## src/rtl/ov7670_dvp_tx.sv

```systemverilog
`default_nettype none
// ============================================================================
// Module      : ov7670_dvp_tx
// Description : OV7670-style DVP source. Produces PCLK (clk/2), VSYNC, HREF
//               and D[7:0] with the sensor's frame/line timing. Pixels come
//               from a valid/ready RGB565 stream or from an internal 8-bar
//               colour pattern.
// Ports       : clk, rst          - system clock, synchronous active-high reset
//               enable            - run frames (checked at frame boundaries)
//               pattern_en        - 1 = colour bars, 0 = stream (per frame)
//               pix_data/valid    - RGB565 stream input, [15:8] sent first
//               pix_ready         - stream pixel consumed this cycle if valid
//               pclk_o/vsync_o/href_o/d_o - DVP bus
//               frame_start       - one-clk pulse as vsync_o rises
//               frame_cnt         - completed frames (wrapping)
//               underflow         - sticky, a stream pixel was missing
//               busy              - a frame is in progress
// Revision    : 1.0 - initial release
// ============================================================================
module ov7670_dvp_tx #(
    parameter int H_ACTIVE = 640,
    parameter int H_BLANK  = 144,
    parameter int V_ACTIVE = 480,
    parameter int VS_LINES = 3,
    parameter int VB_LINES = 17,
    parameter int VF_LINES = 10
) (
    input  logic        clk,
    input  logic        rst,
    input  logic        enable,
    input  logic        pattern_en,
    input  logic [15:0] pix_data,
    input  logic        pix_valid,
    output logic        pix_ready,
    output logic        pclk_o,
    output logic        vsync_o,
    output logic        href_o,
    output logic [7:0]  d_o,
    output logic        frame_start,
    output logic [15:0] frame_cnt,
    output logic        underflow,
    output logic        busy
);

    localparam int c_LINE_BYTES = 2 * H_ACTIVE + H_BLANK;
    localparam int c_MAX_LINES_A = (V_ACTIVE > VS_LINES) ? V_ACTIVE : VS_LINES;
    localparam int c_MAX_LINES_B = (VB_LINES > VF_LINES) ? VB_LINES : VF_LINES;
    localparam int c_MAX_LINES = (c_MAX_LINES_A > c_MAX_LINES_B) ? c_MAX_LINES_A : c_MAX_LINES_B;
    localparam int c_BW = $clog2(c_LINE_BYTES + 1);
    localparam int c_LW = $clog2(c_MAX_LINES + 1);

    localparam logic [c_BW-1:0] c_BYTE_LAST = c_BW'(c_LINE_BYTES - 1);
    localparam logic [c_BW-1:0] c_ACT_END   = c_BW'(2 * H_ACTIVE);
    localparam logic [c_BW-1:0] c_BAR_W     = c_BW'(H_ACTIVE / 8);

    localparam logic [2:0] c_IDLE   = 3'd0;
    localparam logic [2:0] c_VSYNC  = 3'd1;
    localparam logic [2:0] c_VBACK  = 3'd2;
    localparam logic [2:0] c_ACTIVE = 3'd3;
    localparam logic [2:0] c_VFRONT = 3'd4;

    logic [2:0]      r_state;
    logic            r_phase;
    logic [c_BW-1:0] r_byte;
    logic [c_LW-1:0] r_line;
    logic            r_pattern;
    logic            r_vsync;
    logic            r_href;
    logic [7:0]      r_d;
    logic [7:0]      r_lo;
    logic            r_pix_ready;
    logic            r_frame_start;
    logic [15:0]     r_frame_cnt;
    logic            r_underflow;

    logic [2:0]      w_nstate;
    logic [c_BW-1:0] w_nbyte;
    logic [c_LW-1:0] w_nline;
    logic [c_LW-1:0] w_last_line;
    logic            w_frame_begin;
    logic            w_frame_end;
    logic            w_href_n;
    logic            w_load_hi;
    logic [2:0]      w_bar;
    logic [15:0]     w_colour;
    logic [15:0]     w_pixel;

    // Position of the byte period that starts at the next pclk falling edge.
    // Everything shown on the bus is derived from this look-ahead so the
    // outputs register together with the counters.
    always_comb begin
        w_nstate    = r_state;
        w_nbyte     = r_byte;
        w_nline     = r_line;
        w_last_line = '0;
        case (r_state)
            c_VSYNC:  w_last_line = c_LW'(VS_LINES - 1);
            c_VBACK:  w_last_line = c_LW'(VB_LINES - 1);
            c_ACTIVE: w_last_line = c_LW'(V_ACTIVE - 1);
            c_VFRONT: w_last_line = c_LW'(VF_LINES - 1);
            default:  w_last_line = '0;
        endcase

        if (r_state == c_IDLE) begin
            w_nbyte = '0;
            w_nline = '0;
            if (enable) w_nstate = c_VSYNC;
        end else if (r_byte == c_BYTE_LAST) begin
            w_nbyte = '0;
            if (r_line == w_last_line) begin
                w_nline = '0;
                case (r_state)
                    c_VSYNC:  w_nstate = c_VBACK;
                    c_VBACK:  w_nstate = c_ACTIVE;
                    c_ACTIVE: w_nstate = c_VFRONT;
                    c_VFRONT: w_nstate = enable ? c_VSYNC : c_IDLE;
                    default:  w_nstate = c_IDLE;
                endcase
            end else begin
                w_nline = r_line + 1'b1;
            end
        end else begin
            w_nbyte = r_byte + 1'b1;
        end

        w_frame_begin = (w_nstate == c_VSYNC) && (r_state != c_VSYNC);
        w_frame_end   = (r_state == c_VFRONT) && (w_nstate != c_VFRONT);
        w_href_n      = (w_nstate == c_ACTIVE) && (w_nbyte < c_ACT_END);
        w_load_hi     = w_href_n && !w_nbyte[0];

        w_bar = 3'((w_nbyte >> 1) / c_BAR_W);
        case (w_bar)
            3'd0:    w_colour = 16'hFFFF;
            3'd1:    w_colour = 16'hFFE0;
            3'd2:    w_colour = 16'h07FF;
            3'd3:    w_colour = 16'h07E0;
            3'd4:    w_colour = 16'hF81F;
            3'd5:    w_colour = 16'hF800;
            3'd6:    w_colour = 16'h001F;
            default: w_colour = 16'h0000;
        endcase

        // A missing stream pixel is replaced by black.
        w_pixel = r_pattern ? w_colour : (pix_valid ? pix_data : 16'h0000);
    end

    always_ff @(posedge clk) begin
        if (rst) begin
            r_state       <= c_IDLE;
            r_phase       <= 1'b0;
            r_byte        <= '0;
            r_line        <= '0;
            r_pattern     <= 1'b0;
            r_vsync       <= 1'b0;
            r_href        <= 1'b0;
            r_d           <= 8'h00;
            r_lo          <= 8'h00;
            r_pix_ready   <= 1'b0;
            r_frame_start <= 1'b0;
            r_frame_cnt   <= 16'h0000;
            r_underflow   <= 1'b0;
        end else begin
            r_phase       <= ~r_phase;
            r_frame_start <= 1'b0;
            // Ready occupies the pclk-high cycle right before a high-byte load,
            // so the pixel is taken on the same edge that puts its MSB out.
            r_pix_ready   <= ~r_phase & w_load_hi & ~r_pattern;

            if (r_phase) begin
                r_state <= w_nstate;
                r_byte  <= w_nbyte;
                r_line  <= w_nline;
                r_vsync <= (w_nstate == c_VSYNC);
                r_href  <= w_href_n;
                if (w_frame_begin) begin
                    r_pattern     <= pattern_en;
                    r_frame_start <= 1'b1;
                end
                if (w_frame_end) begin
                    r_frame_cnt <= r_frame_cnt + 16'd1;
                end
                if (w_load_hi) begin
                    r_d  <= w_pixel[15:8];
                    r_lo <= w_pixel[7:0];
                    if (!r_pattern && !pix_valid) r_underflow <= 1'b1;
                end else if (w_href_n) begin
                    r_d <= r_lo;
                end else begin
                    r_d <= 8'h00;
                end
            end
        end
    end

    assign pclk_o      = r_phase;
    assign vsync_o     = r_vsync;
    assign href_o      = r_href;
    assign d_o         = r_d;
    assign pix_ready   = r_pix_ready;
    assign frame_start = r_frame_start;
    assign frame_cnt   = r_frame_cnt;
    assign underflow   = r_underflow;
    assign busy        = (r_state != c_IDLE);

endmodule
`default_nettype wire
```

## config.mk

```make
export PLATFORM = sky130hd
export DESIGN_NAME = ov7670_dvp_tx
export DESIGN_NICKNAME = d
export VERILOG_FILES = /design/src/rtl/ov7670_dvp_tx.sv
export SDC_FILE = /design/constraint.sdc
export NUM_CORES = 1
export LEC_CHECK = 0
export CAP_MARGIN = 20
export CORE_MARGIN = 3
export CORE_UTILIZATION = 55
export DETAILED_ROUTE_END_ITERATION = 6
export PLACE_DENSITY = 0.81
export SLEW_MARGIN = 30
export SYNTH_ARGS = -nofsm -noshare
export SYNTH_HDL_FRONTEND = slang
export SYNTH_SLANG_ARGS = --single-unit
```

## constraint.sdc

```tcl
create_clock -name clk -period 3.21 [get_ports clk]
set_input_delay 0.8025 -clock clk [delete_from_list [all_inputs] [get_ports clk]]
set_output_delay 0.8025 -clock clk [all_outputs]
set_load 0.01 [all_outputs]
```

* After elaboration in Yosys (flattened, before gate mapping)
Index checks and enable logic that the tools add are counted.
Cells by class: equal/unequal tests 16, reductions and logical operators 18, bitwise operators 4, mux-type cells 18, magnitude comparators 1, $add $sub $neg 3, divide/modulo/power cells 1
Operators by type and width (number):
- one-hot mux 16 bit (7 select lines) | 1
- one-hot mux 9 bit (4 select lines) | 1
- 2-to-1 mux 16 bit | 2
- 2-to-1 mux 9 bit | 3
- 2-to-1 mux 11 bit | 2
- adder 16 x 1 -> 16 bit, second input constant | 1
- 2-to-1 mux 8 bit | 2
- == test 3 x 2 -> 1 bit, second input constant | 5
- == test 3 bit, second input constant | 4
- 2-to-1 mux 3 bit | 4
- one-hot mux 3 bit (4 select lines) | 1
- adder 11 x 1 -> 11 bit, second input constant | 1
- divider 10 x 7 -> 11 bit, second input constant | 1
- == test 11 bit, second input constant | 1
- less-than comparator 11 bit, second input constant | 1
- adder 9 x 1 -> 9 bit, second input constant | 1
- == test 3 x 1 -> 1 bit, second input constant | 3
- == test 9 bit | 1
- AND reduction 2 bit | 4
- logical NOT 3 bit | 2
- logical AND 1 bit | 5
- logical NOT 1 bit | 3
- inequality test 3 x 1 -> 1 bit, second input constant | 1
- inequality test 3 bit, second input constant | 1
- 7 further kinds | 10
Storage, ports and cells: flip-flop bits (word level) 62, output and inout bits 31, logic and storage cells 74

* Depth between registers and ports, before layout
depth after elaboration 11, mapped depth 11, mapped depth without buffers 9

* Least setup slack after synthesis
Ideal clock, no wire load.
kind reg2reg, start register r_byte[0], end register r_lo[5], cell stages (with the launch flop) 12, path buffers 2, slack 0.500 ns, data required time 3.076 ns, arrival 2.577 ns, library setup time 0.134 ns, cells stage by stage dfxtp_1 ha_1 nand3_1 clkbuf_1 nor4_1 o211ai_1 mux2_2 nand3_1 nand4b_4 buf_4 a211oi_1 nor3_2
On the way: word-level cells in the longest chain between the ends 7, elaborated cells on any way between the ends 22, classes of those cells add/sub (1); div (1); order compare (1); eq/ne (8); mux (6); reduce/logical (5)
Ends and longest elaborated chain:
- start: declaration | RTL line 64 | logic [c_BW-1:0] r_byte;
- start signal: assignment | RTL line 171 | r_byte <= w_nbyte;
- adder 11 x 1 -> 11 bit / == test 11 bit (equally long branches) | RTL line 123, 108
- 2-to-1 mux 11 bit / 2-to-1 mux 3 bit (equally long branches) | RTL line 108 | end else if (r_byte == c_BYTE_LAST) begin
- 2-to-1 mux 11 bit / 2-to-1 mux 3 bit (equally long branches) | RTL line 104 | if (r_state == c_IDLE) begin
- divider 10 x 7 -> 11 bit (tied with other cells) | RTL line 131 | w_bar = 3'((w_nbyte >> 1) / c_BAR_W);
- == test 3 bit (tied with other cells) | RTL line 132 | case (w_bar)
- one-hot mux 16 bit (7 select lines) / logical AND 1 bit (equally long branches) | RTL line 132, 129
- 2-to-1 mux 16 bit / AND reduction 2 bit (equally long branches)
- end signal: assignment | RTL line 184 | r_lo <= w_pixel[7:0];
- end: declaration | RTL line 70 | logic [7:0] r_lo;
Several ways; a longest one is shown, not always the timed one. A chain may end at the register's enable or synchronous reset.

* Worst setup path in the final report
start register r_state[0], end register r_d[5], in the netlist d_o[5]
On the way: word-level cells in the longest chain between the ends 10, elaborated cells on any way between the ends 30, classes of those cells div (1); order compare (1); eq/ne (12); mux (11); reduce/logical (5)
Ends and longest elaborated chain:
- start: declaration | RTL line 62 | logic [2:0] r_state;
- start signal: assignment | RTL line 149 | r_state <= c_IDLE;
- start signal: assignment | RTL line 170 | r_state <= w_nstate;
- branches (longest 9 deep; another with divider 10 x 7 -> 11 bit)
- 2-to-1 mux 8 bit * | RTL line 182 | if (w_load_hi) begin
- end signal: assignment | RTL line 183 | r_d <= w_pixel[15:8];
- end signal: assignment | RTL line 187 | r_d <= r_lo;
- end: declaration | RTL line 69 | logic [7:0] r_d;
Every way passes the cells marked *.

==> results.cfg <==
[outcome]
status = complete, no violations

[worst_setup_path]
r2r-end = d_o[5]
crit_fanout = 14
reg2reg_from = r_state[0]
required_ns = 3.43
critPathKind = register to register
start_kind = register
worst-r2r-setup-slack_ns = 0.16
r2r_cells = 8
cp_data_arrival_time_ns = 3.27
end_kind = register

[cts]
clock_sinks = 62
cts-buffers-inserted = 9
tritoncts = done
postCtsHoldBufs = 0
clkTransAtPathRegs_ns = 0.07
clk_latency_ns = 0.34
cts_setup_buffers = 0
cts_resized = 0
clk_path_buf_depth = 2
h-tree-depth = 3
root_buffer = clkbuf_8

[die]
rows = 28
ioPinCount = 52
start_util = 0.587
die_h_um = 86.7
coreArea_sq_um = 6100
fp.dieW_um = 86.7
die_area_sq_um = 7510

[global_routing]
grt_usage = 0.242
grt_pass1_wl_mm = 14.7
grt_pass1_vias = 3241
grt_max_degree = 28
grt_overflow = 0
antenna_found_initial = 0

[timing]
hold_violations = 0
drv_slew = 0
finalWorstPathRequiredPeriod_ns = 3.05
finClkSkew_ns = 0.00858
tightestPinTransition_ns = 0.681
max_freq_mhz = 328
grt_setup_unrepaired = false
setup_tns_ns = 0
whs_ns = 0.456
finalCritPeriodShare = 0.950
slew_headroom = 0.544
setup_viol = 0

[finish]
syn_to_final_growth_pct = 21.0
fillers = 490
layout-drive-gt1-share = 0.126
finish.instance_area_sq_um = 4330
n_antenna_cell = 0
layout.cells.non_filler = 561
fin_nets = 505

[routing]
avgViaCountPerCell = 6.04
wl_mm = 8.81
dr.pass1.iters = 5
num_vias = 3389
drc = 0
first_iter_violations = 192
antenna_left = 0
wl_per_cell_um = 15.7

[hold_path]
min_delay_path_depth = 2
min_from = underflow
hold_path_class = register to register
min_to = underflow

[power]
p_leak_nw = 1.44
powerDensity_nw_per_um2 = 356
peakVddDrop_uv = 238

[logic_synthesis]
synth-adder-area-share = 0.0105
ys_top_cells_by_count = dfxtp_1, nor2_1, nand2_1, nand3_1, a21oi_1
yosys.area_share.simple = 0.322
synthArstFlopShare = 0
netlist.area_leader.share = 0.347
synth_seq_cells = 62
yosysUniqueCellTypes = 70
synth_edf_count = 0
synth_area_leader_cell = dfxtp_1
synth_compound_area_frac = 0.190
ys_dominant_reg_cell = dfxtp_1
syn_inst = 431
ys_warn_count = 0
synthMuxAreaShare = 0.0262
syn_nets = 455
synth_xor_area_frac = 0.0612
synth_area_leaders = dfxtp_1, nor2_1, xnor2_1
avgSynthCellArea_sq_um = 8.31
yosysMostFrequentCell = dfxtp_1
synth-seq-area-share = 0.347
synth_top_family_by_area = simple AND/OR/NAND/NOR gates
synth_area_sq_um = 3580

[place]
dp.final_hpwl_mm = 6.34
dp_cells = 545
placed_cell_area_sq_um = 4160
numPortBuffers = 51
gp_congestion = 0.848

[job]
drv_cap = 0
## state kept, by name, summed over array words and instances, names as in the netlist
| name | cells |
|---|---|
| r_state | 3 |
| pix_ready | 1 |
| r_byte | 11 |
| frame_start | 1 |
| r_lo | 8 |
| d_o | 8 |
| r_line | 9 |
| href_o | 1 |
| r_pattern | 1 |
| pclk_o | 1 |
| vsync_o | 1 |
| frame_cnt | 16 |
| underflow | 1 |
## worst max-delay path, stage by stage (launching register included)
cell      delay [ns]
dfxtp_1         0.41
nand2b_1        0.20
or4b_1          0.47
a311o_1         0.46
or4_4           0.57
o211ai_2        0.10
nand4b_4        0.27
nor2_1          0.13
a221o_1         0.33
## power by group
group | internal [W] | leakage [nW] | switching, W
registers | 0.000775 | 0.500 | 0.0000108
logic | 0.0000656 | 0.853 | 0.0000884
clock network | 0.000298 | 0.0861 | 0.000303
total | 0.00114 | 1.44 | 0.000402
## cell usage in the layout (no fill, tap or decap), types with 8 or more instances in the layout
master and n:
clkdlybuf4s50_1 50, clkbuf_8 10, nor3_2 11, nand3_1 25, inv_1 13, xor2_1 9
a211oi_1 8, dfxtp_1 62, nand2_1 37, o21ai_0 13, xnor2_1 16, buf_4 11
nor2_1 59, nand4_1 10, a21oi_1 22
## worst max-delay path by stage
stage / startpoint / to / slack, ns / cells past startpoint
after detailed placement: r_state[0] / d_o[7] / 0.18 / 8
after floorplan: r_byte[0] / r_lo[5] / 0.50 / 11
after global routing: r_state[0] / r_lo[4] / 0.01 / 8
after CTS: r_state[0] / d_o[5] / 0.16 / 8
after global placement: r_state[0] / d_o[3] / 0.27 / 8
final: r_state[0] / d_o[5] / 0.16 / 8
## per-layer routing
metal / vias up / GRT usage / wire length (um)
met5: - / 0 / 0
met4: 0 / 0.0992 / 150
met3: 15 / 0.0513 / 522
met2: 105 / 0.401 / 4180
met1: 1598 / 0.306 / 3950
li1: 1671 / - / -
## through the flow
stage                     power (W)  setup WS (ns)  utilization
final                       0.00154          0.161        0.710
after global routing        0.00159         0.0102        0.710
after CTS                   0.00154          0.164        0.710
after detailed placement   0.000953          0.179        0.683
after global placement     0.000951          0.275        0.683
after floorplan            0.000890          0.500            -
## cell families (layout without fill, tap and decap cells)
family | count (synthesis) | in the layout
adder cells (fa/ha/maj) | 3 | 3
multiplexers | 9 | 9
AO/OA/AOI/OAI | 90 | 90
XOR/XNOR | 25 | 25
flip-flops | 62 | 62
buffers and inverters | 38 | 93
AND/OR/NAND/NOR | 204 | 204
## final cells by class
type	count	area, sq um	area share
Tap cell	75	93.8	0.0217
Multi-Input combinational cell	331	2180	0.504
Clock inverter	4	22.5	0.00520
Timing Repair Buffer	62	588	0.136
Inverter	15	56.3	0.0130
Sequential cell	62	1240	0.287
Clock buffer	12	145	0.0335
Power figures use the tool's default switching activity.
